## src/rtl/usr_pkg.sv

```systemverilog
// Shared definitions for the universal-shift-register command sequencer:
// op codes, register mux encodings, FSM states and default widths.
package usr_pkg;

  localparam int USR_DATA_WIDTH = 4;
  localparam int USR_CNT_WIDTH  = 3;

  typedef enum logic [2:0] {
    OP_LOAD = 3'd0,
    OP_SHR  = 3'd1,
    OP_SHL  = 3'd2,
    OP_ROR  = 3'd3,
    OP_ROL  = 3'd4
  } op_e;

  localparam logic [1:0] SEL_HOLD = 2'b00;
  localparam logic [1:0] SEL_SHR  = 2'b01;
  localparam logic [1:0] SEL_SHL  = 2'b10;
  localparam logic [1:0] SEL_LOAD = 2'b11;

  typedef enum logic [1:0] {
    ST_IDLE = 2'd0,
    ST_EXEC = 2'd1,
    ST_DONE = 2'd2
  } state_e;

  function automatic logic op_legal(input logic [2:0] op);
    return op <= OP_ROL;
  endfunction

  // Right-moving ops feed the register's sr input and drop q[0].
  function automatic logic op_is_right(input logic [2:0] op);
    return (op == OP_SHR) || (op == OP_ROR);
  endfunction

endpackage

```

## src/rtl/usr_sequencer.sv

```systemverilog
// Command-driven controller for a 4-bit universal shift register: accepts
// one load/shift/rotate command, steps the register, then returns the word.
module usr_sequencer
  import usr_pkg::*;
#(
  parameter int DATA_WIDTH = USR_DATA_WIDTH,
  parameter int CNT_WIDTH  = USR_CNT_WIDTH
) (
  input  logic                  i_clk,
  input  logic                  clr,
  input  logic                  cmd_valid,
  output logic                  cmd_ready,
  input  logic [2:0]            cmd_op,
  input  logic [DATA_WIDTH-1:0] cmd_data,
  input  logic [CNT_WIDTH-1:0]  cmd_count,
  input  logic                  cmd_fill,
  output logic [1:0]            sel_mux,
  output logic                  sr,
  output logic                  sl,
  output logic [DATA_WIDTH-1:0] in,
  input  logic [DATA_WIDTH-1:0] q_out,
  output logic                  rsp_valid,
  input  logic                  rsp_ready,
  output logic [DATA_WIDTH-1:0] rsp_data,
  output logic                  rsp_last_out,
  output logic                  rsp_err,
  output logic [1:0]            dbg_state_o
);

  // Handshakes: a command transfers on the edge where cmd_valid && cmd_ready;
  // a response transfers on the edge where rsp_valid && rsp_ready. Once
  // rsp_valid rises, rsp_data/rsp_last_out/rsp_err hold until that transfer.

  state_e                  state_q, state_d;
  logic [1:0]              sel_q, sel_d;
  logic [DATA_WIDTH-1:0]   in_q, in_d;
  logic                    fill_q, fill_d;
  logic [2:0]              op_q, op_d;
  logic [CNT_WIDTH-1:0]    rem_q, rem_d;
  logic                    last_q, last_d;
  logic                    err_q, err_d;

  always_ff @(posedge i_clk) begin
    if (clr) begin
      state_q <= ST_IDLE;
      sel_q   <= SEL_HOLD;
      in_q    <= '0;
      fill_q  <= 1'b0;
      op_q    <= OP_LOAD;
      rem_q   <= '0;
      last_q  <= 1'b0;
      err_q   <= 1'b0;
    end else begin
      state_q <= state_d;
      sel_q   <= sel_d;
      in_q    <= in_d;
      fill_q  <= fill_d;
      op_q    <= op_d;
      rem_q   <= rem_d;
      last_q  <= last_d;
      err_q   <= err_d;
    end
  end

  always_comb begin
    state_d = state_q;
    sel_d   = sel_q;
    in_d    = in_q;
    fill_d  = fill_q;
    op_d    = op_q;
    rem_d   = rem_q;
    last_d  = last_q;
    err_d   = err_q;
    unique case (state_q)
      ST_IDLE: begin
        sel_d = SEL_HOLD;
        if (cmd_valid) begin
          op_d   = cmd_op;
          fill_d = cmd_fill;
          in_d   = cmd_data;
          rem_d  = cmd_count;
          last_d = 1'b0;
          err_d  = 1'b0;
          if (!op_legal(cmd_op)) begin
            err_d   = 1'b1;
            state_d = ST_DONE;
          end else if (cmd_op == OP_LOAD) begin
            sel_d   = SEL_LOAD;
            state_d = ST_EXEC;
          end else if (cmd_count == '0) begin
            state_d = ST_DONE;
          end else begin
            sel_d   = op_is_right(cmd_op) ? SEL_SHR : SEL_SHL;
            state_d = ST_EXEC;
          end
        end
      end
      ST_EXEC: begin
        if (sel_q == SEL_LOAD) begin
          sel_d   = SEL_HOLD;
          state_d = ST_DONE;
        end else begin
          // The bit leaving the register on this edge is still visible on q_out.
          last_d = op_is_right(op_q) ? q_out[0] : q_out[DATA_WIDTH-1];
          rem_d  = rem_q - 1'b1;
          if (rem_q == CNT_WIDTH'(1)) begin
            sel_d   = SEL_HOLD;
            state_d = ST_DONE;
          end
        end
      end
      ST_DONE: begin
        sel_d = SEL_HOLD;
        if (rsp_ready) begin
          err_d   = 1'b0;
          state_d = ST_IDLE;
        end
      end
      default: begin
        sel_d   = SEL_HOLD;
        state_d = ST_IDLE;
      end
    endcase
  end

  always_comb begin
    sr = 1'b0;
    sl = 1'b0;
    case (op_q)
      OP_SHR, OP_SHL: begin
        sr = fill_q;
        sl = fill_q;
      end
      OP_ROR:  sr = q_out[0];
      OP_ROL:  sl = q_out[DATA_WIDTH-1];
      default: ;
    endcase
  end

  assign cmd_ready    = (state_q == ST_IDLE);
  assign rsp_valid    = (state_q == ST_DONE);
  assign rsp_data     = rsp_valid ? q_out : '0;
  assign rsp_last_out = last_q;
  assign rsp_err      = err_q;
  assign sel_mux      = sel_q;
  assign in           = in_q;
  assign dbg_state_o  = state_q;

endmodule

```

## config.mk

```make
export PLATFORM = sky130hd
export DESIGN_NAME = usr_sequencer
export DESIGN_NICKNAME = d
export VERILOG_FILES = /design/src/rtl/usr_pkg.sv /design/src/rtl/usr_sequencer.sv
export SDC_FILE = /design/constraint.sdc
export NUM_CORES = 1
export LEC_CHECK = 0
export BUFFER_PORTS_ARGS = -buffer_cell sky130_fd_sc_hd__buf_4
export CORE_MARGIN = 3
export CORE_UTILIZATION = 53
export CTS_BUF_LIST = sky130_fd_sc_hd__clkbuf_8
export CTS_CLUSTER_SIZE = 8
export DETAILED_ROUTE_END_ITERATION = 16
export PLACE_DENSITY = 0.83
export SYNTH_ARGS = -nofsm -noshare
export SYNTH_HDL_FRONTEND = slang
export SYNTH_SLANG_ARGS = --single-unit
```

## constraint.sdc

```tcl
create_clock -name i_clk -period 2.1 [get_ports i_clk]
set_clock_uncertainty 0.05 [all_clocks]
set_input_delay 0.42 -clock i_clk [delete_from_list [all_inputs] [get_ports i_clk]]
set_output_delay 0.42 -clock i_clk [all_outputs]
set_load 0.01 [all_outputs]
```

# Word level (Yosys, flattened, before mapping)
# Cells that the tools add are included.
# op_classes
addsub	1
multipliers	0
div_mod_pow	0
n_lt_le_gt_ge	1
eq_ne	14
n_shift	0
muxes	30
n_bitwise	0
reduce_logical	12
# op_table
op	count
two-way mux 2 bit	14
== test 3 x 1 -> 1 bit (second input constant)	3
== test 3 x 2 -> 1 bit (second input constant)	3
AND reduction 3 bit	3
one-hot mux 1 bit (2 select lines)	4
zero test 3 bit	2
two-way mux 1 bit	6
two-way mux 3 bit	2
one-hot mux 2 bit (3 select lines)	1
one-hot mux 3 bit (2 select lines)	1
== test 2 bit (second input constant)	2
two-way mux 4 bit	1
inequality test 2 bit (second input constant)	2
one-hot mux 2 bit (2 select lines)	1
nonzero test 2 bit	2
== test 3 bit (second input constant)	1
less-or-equal comparator 3 bit (second input constant)	1
inequality test 3 bit (second input constant)	1
subtractor 3 x 1 -> 3 bit (second input constant)	1
== test 2 x 1 -> 1 bit (second input constant)	1
zero test 2 bit	1
logical OR 1 bit	2
inequality test 2 x 1 -> 1 bit (second input constant)	1
AND reduction 2 bit	1
OR reduction 2 bit	1
# totals
regBits	17
latch_bits	0
ramBits	0
mem_bits_ro	0
out_inout_bits	18
memories	0

# Logic depth before layout (Yosys ltp)
# Gate-level depths: netlist of run 1.
# depth
ltp_word	8
depth_mapped	5

# Worst setup path before layout of run 1
# OpenSTA, ideal clock, no wires.
# synth_path
kind	register -> output
start	register state_q[0] (netlist: dbg_state_o[0])
end	output port rsp_data[0]
arrival_time_ps	931
required_time_ps	1630
slack_ps	699
path_stages_with_launch	3
path_buffers	0
cell_sequence	dfxtp_1 -> and2b_4 -> and2_1
# synth_between
elab_chain_cells	2
# synth_lines
item	line	text
start: declaration	usr_sequencer.sv:34	state_e state_q, state_d;
start signal: assignment	usr_sequencer.sv:54	state_q <= state_d;
== test 2 bit	usr_sequencer.sv:141	assign rsp_valid = (state_q == ST_DONE);
named net rsp_valid	usr_sequencer.sv:22	output logic rsp_valid,
two-way mux 4 bit	usr_sequencer.sv:142	assign rsp_data = rsp_valid ? q_out : '0;
end: declaration	usr_sequencer.sv:24	output logic [DATA_WIDTH-1:0] rsp_data,
# The timed path passes the listed nets, and every way through them passes these cells.

# Worst setup path in the final report of run 1
# layout_path
start	register op_q[0]
end	output port sr
# layout_between
elab_chain_cells	3
elab_cells_between_ends	5
# layout_lines
item	line	text
start: declaration	usr_sequencer.sv:38	logic [2:0] op_q, op_d;
start signal: assignment	usr_sequencer.sv:58	op_q <= op_d;
== test 3 x 1 -> 1 bit or == test 3 x 2 -> 1 bit (tied branches)	usr_sequencer.sv:129	case (op_q)
OR reduction 2 bit	usr_sequencer.sv:129	
one-hot mux 1 bit (2 select lines) *	usr_sequencer.sv:129	
end: declaration	usr_sequencer.sv:18	output logic sr,
# Mark *: on every way between the ends. The rest lies on a longest branch, timed or not.

==> results.txt, run 1 <==
- At the worst endpoint, the required time is 1.63 ns.
* Gr ovfl total: 0
* Area growth from synthesis to layout: 34.46%
- Via count normalized by instance count: 5.590
- The worst setup path is captured at an output pin.
* Placed wire-length estimate: 1.740 mm
- Port-buffer cells: 36
- The final-report hold violation count came to 0.
- Family of cells with the greatest summed delay on the critical path: flip-flops
- The post-route netlist has 34.00% of its cells at a drive strength greater than 1.
- The net count of the finished layout is 172.
* Power Density: 718.2 mW/mm²
- Synthesis produced a netlist with a net count of 135.
* Cell area after synthesis: 925.9 µm²
- Total power for the finished layout comes to 0.8941 mW.
- Max-Slew Margin vs Limit: 72.64%
* Top library cells by usage in the layout, fill and taps aside: 36 x sky130_fd_sc_hd__buf_4, 19 x sky130_fd_sc_hd__nand2_1, 17 x sky130_fd_sc_hd__a21oi_1, 17 x sky130_fd_sc_hd__dfxtp_1, 9 x sky130_fd_sc_hd__nor2_1
* Internal power: 0.6110 mW
- In this run switching power makes up 31.66% of total power.
* Startpoint of the worst setup timing path: op_q[0]
- Final setup margin: 0.2826 ns
* CP Cell Sequence: mux2_2 -> a21oi_1 -> nor2_1 -> buf_4
- Number of distinct standard cells referenced by the synthesized netlist: 36
- Of all nets on the critical path, the largest fanout is 7.
- Number of setup violations in the final report: 0
- From bottom edge to top edge, the die measures 47.80 µm.
- Wire length per cell after detailed routing: 13.63 µm
- Worst reg2reg setup slack: 0.55 ns
- Of the post-synthesis cell area, the dominant cell type holds 36.76%.
- Cell chosen for the clock root: sky130_fd_sc_hd__clkbuf_8
- Bufs on Longest Clock Path: 2
* Via count of the first global-routing pass: 878
- In this run, synthesis produced a sequential element count of 17.
- The number of cells on the worst reg-to-reg path is 4.
- Diodes inserted: 0
- Type of the setup path with the least slack: reg -> out
- Final instance area: 0.001245 mm²
- Total global routing track utilization: 22.15%
- CP Launch Type: flip-flop
- Final estimated routing congestion in global placement: 0.7630
- Final wirelength: 2.263 mm
* Later-pin clock latency in the skew report: 0.25 ns
* Part of the cycle the worst path needs: 86.54%
- TritonCTS built the clock tree.
* Boundary Pins: 37
- Post-CTS setup buffers: 0
- Flop pwr share: 43.0%
- In this run, post-CTS repair resized a total of 0 instances.
* Wire length of the first global-routing pass: 3.594 mm
- Counting buffers and inverters, the worst setup path is 4 cells deep.
- Number of levels the H-tree was split into: 1
* Cell types occupying the most area after synthesis: sky130_fd_sc_hd__dfxtp_1 37%, sky130_fd_sc_hd__a21oi_1 9.2%, sky130_fd_sc_hd__nand2_1 7.7%, sky130_fd_sc_hd__and2_1 4.1%, sky130_fd_sc_hd__nor2_1 3.6%
- Summed over all nets, the switching power comes to 0.2831 mW.
- # clock sinks: 17
* Gate count of the mapped netlist: 114
- After synthesis, flip-flops and latches occupy 36.76% of the total area.
* Number of rows in the core area: 14
- Initial Utilization: 58.73%
- Die outline area: 0.002284 mm²
- Total negative slack: 0 ns
- The worst-case IR drop observed on VDD is 0.5803 mV.
- At the placement stage, the worst setup path has a slack of 0.5103 ns.
- The number of max-slew violations in the final report was 0.
- Counting the buffers created by CTS gives 3.
- Actual slew at the worst max-slew pin: 0.4062 ns
* Mean instance size in the synthesized netlist: 8.122 µm²
- First-pass DRT Iterations: 6
- Clock power share: 28.1%
- Largest area contributor in the netlist: sky130_fd_sc_hd__dfxtp_1
* Crit path DAT: 1.35 ns
- Max-cap violations in this run came to 0.
- Longest individual stage delay on the worst path: 0.42 ns
* Peak clock frequency supported by timing: 550.2 MHz
* Area of the core region: 0.001577 mm²
* Antenna violations before repair: 0
* Most common cell after layout, fill and taps aside: sky130_fd_sc_hd__buf_4
- Post-CTS Hold Fix Bufs: 0
- Proportion of power drawn by combinational gates: 28.9%
* Die Wd: 47.80 µm
* Outcome: completed
- Origin of the critical flop-to-flop path: dbg_state_o[0]
- Initial DRC Count: 24
- Summed over all cells, the static leakage comes to 0.5398 nW.
- Worst min-delay path category: in -> reg
- After detailed placement, the total cell area comes to 0.001199 mm².
- Post-layout min period: 1.817 ns
* Critical Path Sink: sr
- The routed layout has 928 vias.
- Capturing point of the worst reg2reg path: dbg_state_o[1]
- Worst-path cell with the longest stage delay: sky130_fd_sc_hd__dfxtp_1
- For this run, the number of Yosys warnings is 0.
* Cells on Worst Hold Path: 3
- Detail Route Antenna Nets: 0
- Setup repair after global routing missed its margin: false
- Largest net degree at the start of global routing: 18
- CP bufs+invs: 1
- Number of remaining DRC errors: 0
- Clock transition time at the flip-flop clock pins of the worst setup and hold paths: 0.07 ns
## sequential cells by signal, indices dropped and copies added, names as in the netlist
signal and cells:
dbg_state_o 2, in 4, op_q 3, fill_q 1, rem_q 3, rsp_err 1
rsp_last_out 1, sel_mux 2
## synthesized netlist by cell type (all sizes together)
master / number
clkbuf: 1
ha: 2
a32oi: 2
o21ai: 4
or4: 1
and2: 6
nand3: 1
inv: 6
nand2b: 2
a311oi: 1
or2: 1
o21bai: 1
a211oi: 3
nor2b: 2
nor3: 2
nand2: 20
a221oi: 1
a31oi: 3
a21oi: 17
a2bb2oi: 1
nor2: 10
a22oi: 1
dfxtp: 17
nor3b: 1
buf: 3
mux2: 2
and2b: 1
nand4b: 1
a31o: 1
## how the worst min path moves through the flow
stage,from,end,slack [ns]
2_1_floorplan,rem_q[2],rem_q[2],0.42
3_3_place_gp,in[2],in[2],0.39
3_5_place_dp,in[3],in[3],0.40
4_1_cts,cmd_fill,fill_q,0.36
5_1_grt,cmd_data[3],in[3],0.36
6_report,cmd_fill,fill_q,0.36
## metrics by stage
stage	util (%)	instances	hold slack (ns)
after global placement	76.03	162	0.3927
after detailed placement	76.03	162	0.3991
after global routing	78.97	166	0.3637
after floorplan	-	114	0.4172
final	78.97	166	0.3606
after CTS	78.97	166	0.3596
## routing by layer
layer | part of all wire, % | GRT usage (%) | up-vias
li1 | - | - | 468
met4 | 0.53 | 7.527 | 0
met2 | 49 | 40.63 | 43
met1 | 41 | 24.60 | 415
met3 | 8.7 | 5.263 | 2
met5 | 0 | 0 | -
## worst register-to-register path, stage by stage, from the launching register on
cell and delay [ns]:
sky130_fd_sc_hd__dfxtp_1 0.52, sky130_fd_sc_hd__nand2b_1 0.28, sky130_fd_sc_hd__a221oi_4 0.34, sky130_fd_sc_hd__a2bb2oi_2 0.17
sky130_fd_sc_hd__a311oi_2 0.06
## logic make-up after synthesis
logic type	after synthesis	synth area share, %
adder cells (fa/ha/maj)	2	2.702
multiplexers	2	2.432
AND/OR/NAND/NOR	48	26.35
flip-flops	17	36.76
AO/OA/AOI/OAI	35	27.43
buffers and inverters	10	4.323
## area by class of cell
| class | count | area [µm²] |
|---|---|---|
| clock buffer | 3 | 41.29 |
| tap | 16 | 20.02 |
| fill | 118 | 331.6 |
| timing repair buffer | 36 | 270.3 |
| sequential | 17 | 340.3 |
| multi-input combinational | 87 | 545.5 |
| inverter | 6 | 22.52 |
| clock inverter | 1 | 5.005 |
## power by group through the flow
stage                     Combinational, mW  Clock (mW)  Sequential [mW]
after floorplan                       0.154           0            0.393
final                                 0.258       0.251            0.385
after CTS                             0.259       0.250            0.384
after global routing                  0.286       0.266            0.390
after global placement                0.250           0            0.389
after detailed placement              0.257           0            0.391
Power figures use the tool's default switching activity.
==> run 2, diff against run 1 <==
CORE_ASPECT_RATIO = 1.25   (was unset)
CORE_UTILIZATION = 49   (was 53)
PLACE_DENSITY = 0.78   (was 0.83)
clock period = 1.9 ns   (was 2.1 ns; I/O delays follow)
==> results.txt, run 2 (synthesis results as in run 1) <==
- The total instance count after detailed placement came to 164 (was 162).
- The number of setup buffers added after CTS is 0 (unchanged).
- The flip-flop count of the largest register after layout was 4 (unchanged).
- Placed wire-length estimate: 1.878 mm (was 1.740 mm)
- The leakage dissipation is 0.5402 nW (was 0.5398 nW).
* Initial Utilization: 55.06% (was 58.73%)
- Number of levels the H-tree was split into: 1 (unchanged)
- Area of the core region: 0.001682 mm² (was 0.001577 mm²)
- The most frequent standard cell in the layout excluding fill and tap cells is sky130_fd_sc_hd__buf_4 (unchanged).
* Clock buffers created by TritonCTS: 3 (unchanged)
* Capturing point of the worst reg2reg path: dbg_state_o[1] (unchanged)
- Detail Route Antenna Nets: 0 (unchanged)
- CP Max Fanout: 7 (unchanged)
- Final wirelength: 2.363 mm (was 2.263 mm)
- Outcome: completed (unchanged)
* Final setup margin: 0.09938 ns (was 0.2826 ns)
- The element type at the critical path end is an output pin (unchanged).
* Final hold violation count: 0 (unchanged)
- The number of global-route vias before repair was 841 (was 878).
- The endpoint arrival time on the critical path is 1.37 ns (was 1.35 ns).
- DR vias: 939 (was 928)
- Area growth from synthesis to layout: 34.87% (was 34.46%)
- Number of rows in the core area: 16 (was 14)
- The number of standard cells in the final layout excluding fillers was 168 (was 166).
- The detail-routed net length per standard cell was 14.07 µm (was 13.63 µm).
- Part of the cycle the worst path needs: 94.77%
- The final setup violation count is 0 (unchanged).
* Clock transition time at the flip-flop clock pins of the worst setup and hold paths: 0.06 ns (was 0.07 ns)
* Endpoint of the worst hold path: in[1] (was fill_q)
- The worst path needs 1.801 ns of the cycle, external delays included.
- CP Launch Type: flip-flop (unchanged)
* Longest individual stage delay on the worst path: 0.38 ns (was 0.42 ns)
- The largest net degree at the start of global routing was 18 (unchanged).
- Top library cells by usage in the layout, fill and taps aside: 36 x sky130_fd_sc_hd__buf_4, 19 x sky130_fd_sc_hd__nand2_1, 17 x sky130_fd_sc_hd__a21oi_1 (was 36 x sky130_fd_sc_hd__buf_4, 19 x sky130_fd_sc_hd__nand2_1, 17 x sky130_fd_sc_hd__a21oi_1, 17 x sky130_fd_sc_hd__dfxtp_1, 9 x sky130_fd_sc_hd__nor2_1).
* # Max-Cap Violations: 0 (unchanged)
* Layout cell share with drive strength beyond 1: 34.67% (was 34.00%)
- First-pass DRT Iterations: 4 (was 6)
- Total global routing track utilization: 21.32% (was 22.15%)
* Power Density: 788.9 mW/mm² (was 718.2 mW/mm²)
- Initial DRC Count: 15 (was 24)
- The post-cts resize count came to 0 (unchanged).
* Hold Crit Start: cmd_data[1] (was cmd_fill)
- Die H: 54.60 µm (was 47.80 µm)
- The global-route wire length before repair is 3.753 mm (was 3.594 mm).
- The clock sink count came to 17 (unchanged).
- The start-to-end type of the worst setup path was reg -> out (unchanged).
- The maximum ir drop on the vdd rail came to 0.7293 mV (was 0.5803 mV).
- The required time reported for the critical path endpoint came to 1.47 ns (was 1.63 ns).
* Die Wd: 44.88 µm (was 47.80 µm)
- Diodes inserted: 0 (unchanged)
* Clock tree from TritonCTS: built (unchanged)
- The number of top-level pins came to 37 (unchanged).
- For this run, the top clock speed supported by timing is 555.4 MHz.
* Later-pin clock latency in the skew report: 0.25 ns (about the same)
* Final net count: 172 (unchanged)
* CP bufs+invs: 1 (unchanged)
* Max-Slew Margin vs Limit: 70.94% (was 72.64%)
* Bufs on Longest Clock Path: 2 (unchanged)
* Cells on Worst Hold Path: 3 (unchanged)
- The worst hold-check slack was 0.3254 ns (was 0.3606 ns).
- The family of cells with the greatest summed delay on the critical path is flip-flops (unchanged).
- The total negative slack for setup checks is 0 ns (unchanged).
- The number of antenna violations at the first check in global routing is 0 (unchanged).
* Final slew viol count: 0 (unchanged)
* Origin of the critical flop-to-flop path: dbg_state_o[0] (unchanged)
* Final estimated routing congestion in global placement: 0.8850 (was 0.7630)
* Post-placement setup slack: 0.3354 ns (was 0.5103 ns)
- Post-CTS Hold Fix Bufs: 0 (unchanged)
* Die outline area: 0.002450 mm² (was 0.002284 mm²)
- The slew of the pin with the lowest slew margin is 0.4314 ns (was 0.4062 ns).
* CP Cell Sequence: mux2_2 -> a21oi_1 -> nor2_1 -> buf_4 (unchanged)
- The routed via count divided by cell count is 5.589 (was 5.590).
- Worst min-delay path category: in -> reg (unchanged)
* Worst reg2reg setup slack: 0.35 ns (was 0.55 ns)
- Setup repair after global routing missed its margin: false (unchanged).
- The detailed-route DRC error count is 0 (unchanged).
* Cell chosen for the clock root: sky130_fd_sc_hd__clkbuf_8 (unchanged)
* Gr ovfl total: 0 (unchanged)
- Port-buffer cells: 36 (unchanged)
- The cell with the biggest individual delay on the critical path was sky130_fd_sc_hd__dfxtp_2 (was sky130_fd_sc_hd__dfxtp_1).
* Depth of the worst register-to-register path: 4 (unchanged)
-- run 2: cell counts in the layout (fill, tap and decap cells not counted) --
Identical to the previous run, type by type.
-- run 2: layout make-up --
cell class | count | area, µm²
Tap cell | 18 | 22.52
Inverter | 6 | 22.52
Clock buffer | 3 | 41.29
Clock inverter | 1 | 5.005
Timing Repair Buffer | 36 | 270.3
Fill cell | 146 | 432.9
Multi-Input combinational cell | 87 | 545.5
Sequential cell | 17 | 341.6
-- run 2: metrics by stage --
step / power, mW / util (%) / instance area [µm²]
floorplan: 0.6037 / - / 925.9
global placement: 0.7119 / 71.43 / 1201
detailed placement: 0.7245 / 71.43 / 1201
CTS: 0.9905 / 74.18 / 1247
global route: 1.046 / 74.26 / 1249
finish: 0.9851 / 74.26 / 1249
-- run 2: worst register-to-register path, stage by stage, from the launching register on --
cell	delay, ns
sky130_fd_sc_hd__dfxtp_1	0.51
sky130_fd_sc_hd__nand2b_1	0.28
sky130_fd_sc_hd__a221oi_4	0.34
sky130_fd_sc_hd__a2bb2oi_2	0.18
sky130_fd_sc_hd__a311oi_2	0.06
-- run 2: worst max-delay path by stage --
| stage | end | startpoint | cells after the start | slack, ns |
|---|---|---|---|---|
| after floorplan | dbg_state_o[1] | dbg_state_o[0] | 5 | 0.53 |
| after global placement | dbg_state_o[1] | dbg_state_o[0] | 4 | 0.39 |
| after detailed placement | sr | q_out[0] | 5 | 0.34 |
| after CTS | sr | op_q[0] | 4 | 0.06 |
| after global routing | sr | op_q[0] | 4 | 0.05 |
| final | sr | op_q[0] | 4 | 0.1 |
-- run 2: where the power goes --
group	total, mW	internal (mW)	switching, mW
clock network	0.269	0.145	0.123
registers	0.426	0.390	0.0358
logic	0.291	0.141	0.150
total	0.985	0.676	0.309
-- run 2: routing by layer --
metal  vias up  GRT usage (%)  part of all wire, %
met2        24          38.76                   54
met5         -              0                    0
li1        473              -                    -
met4         0          8.293                 0.80
met1       440          23.72                   40
met3         2          4.934                  4.8
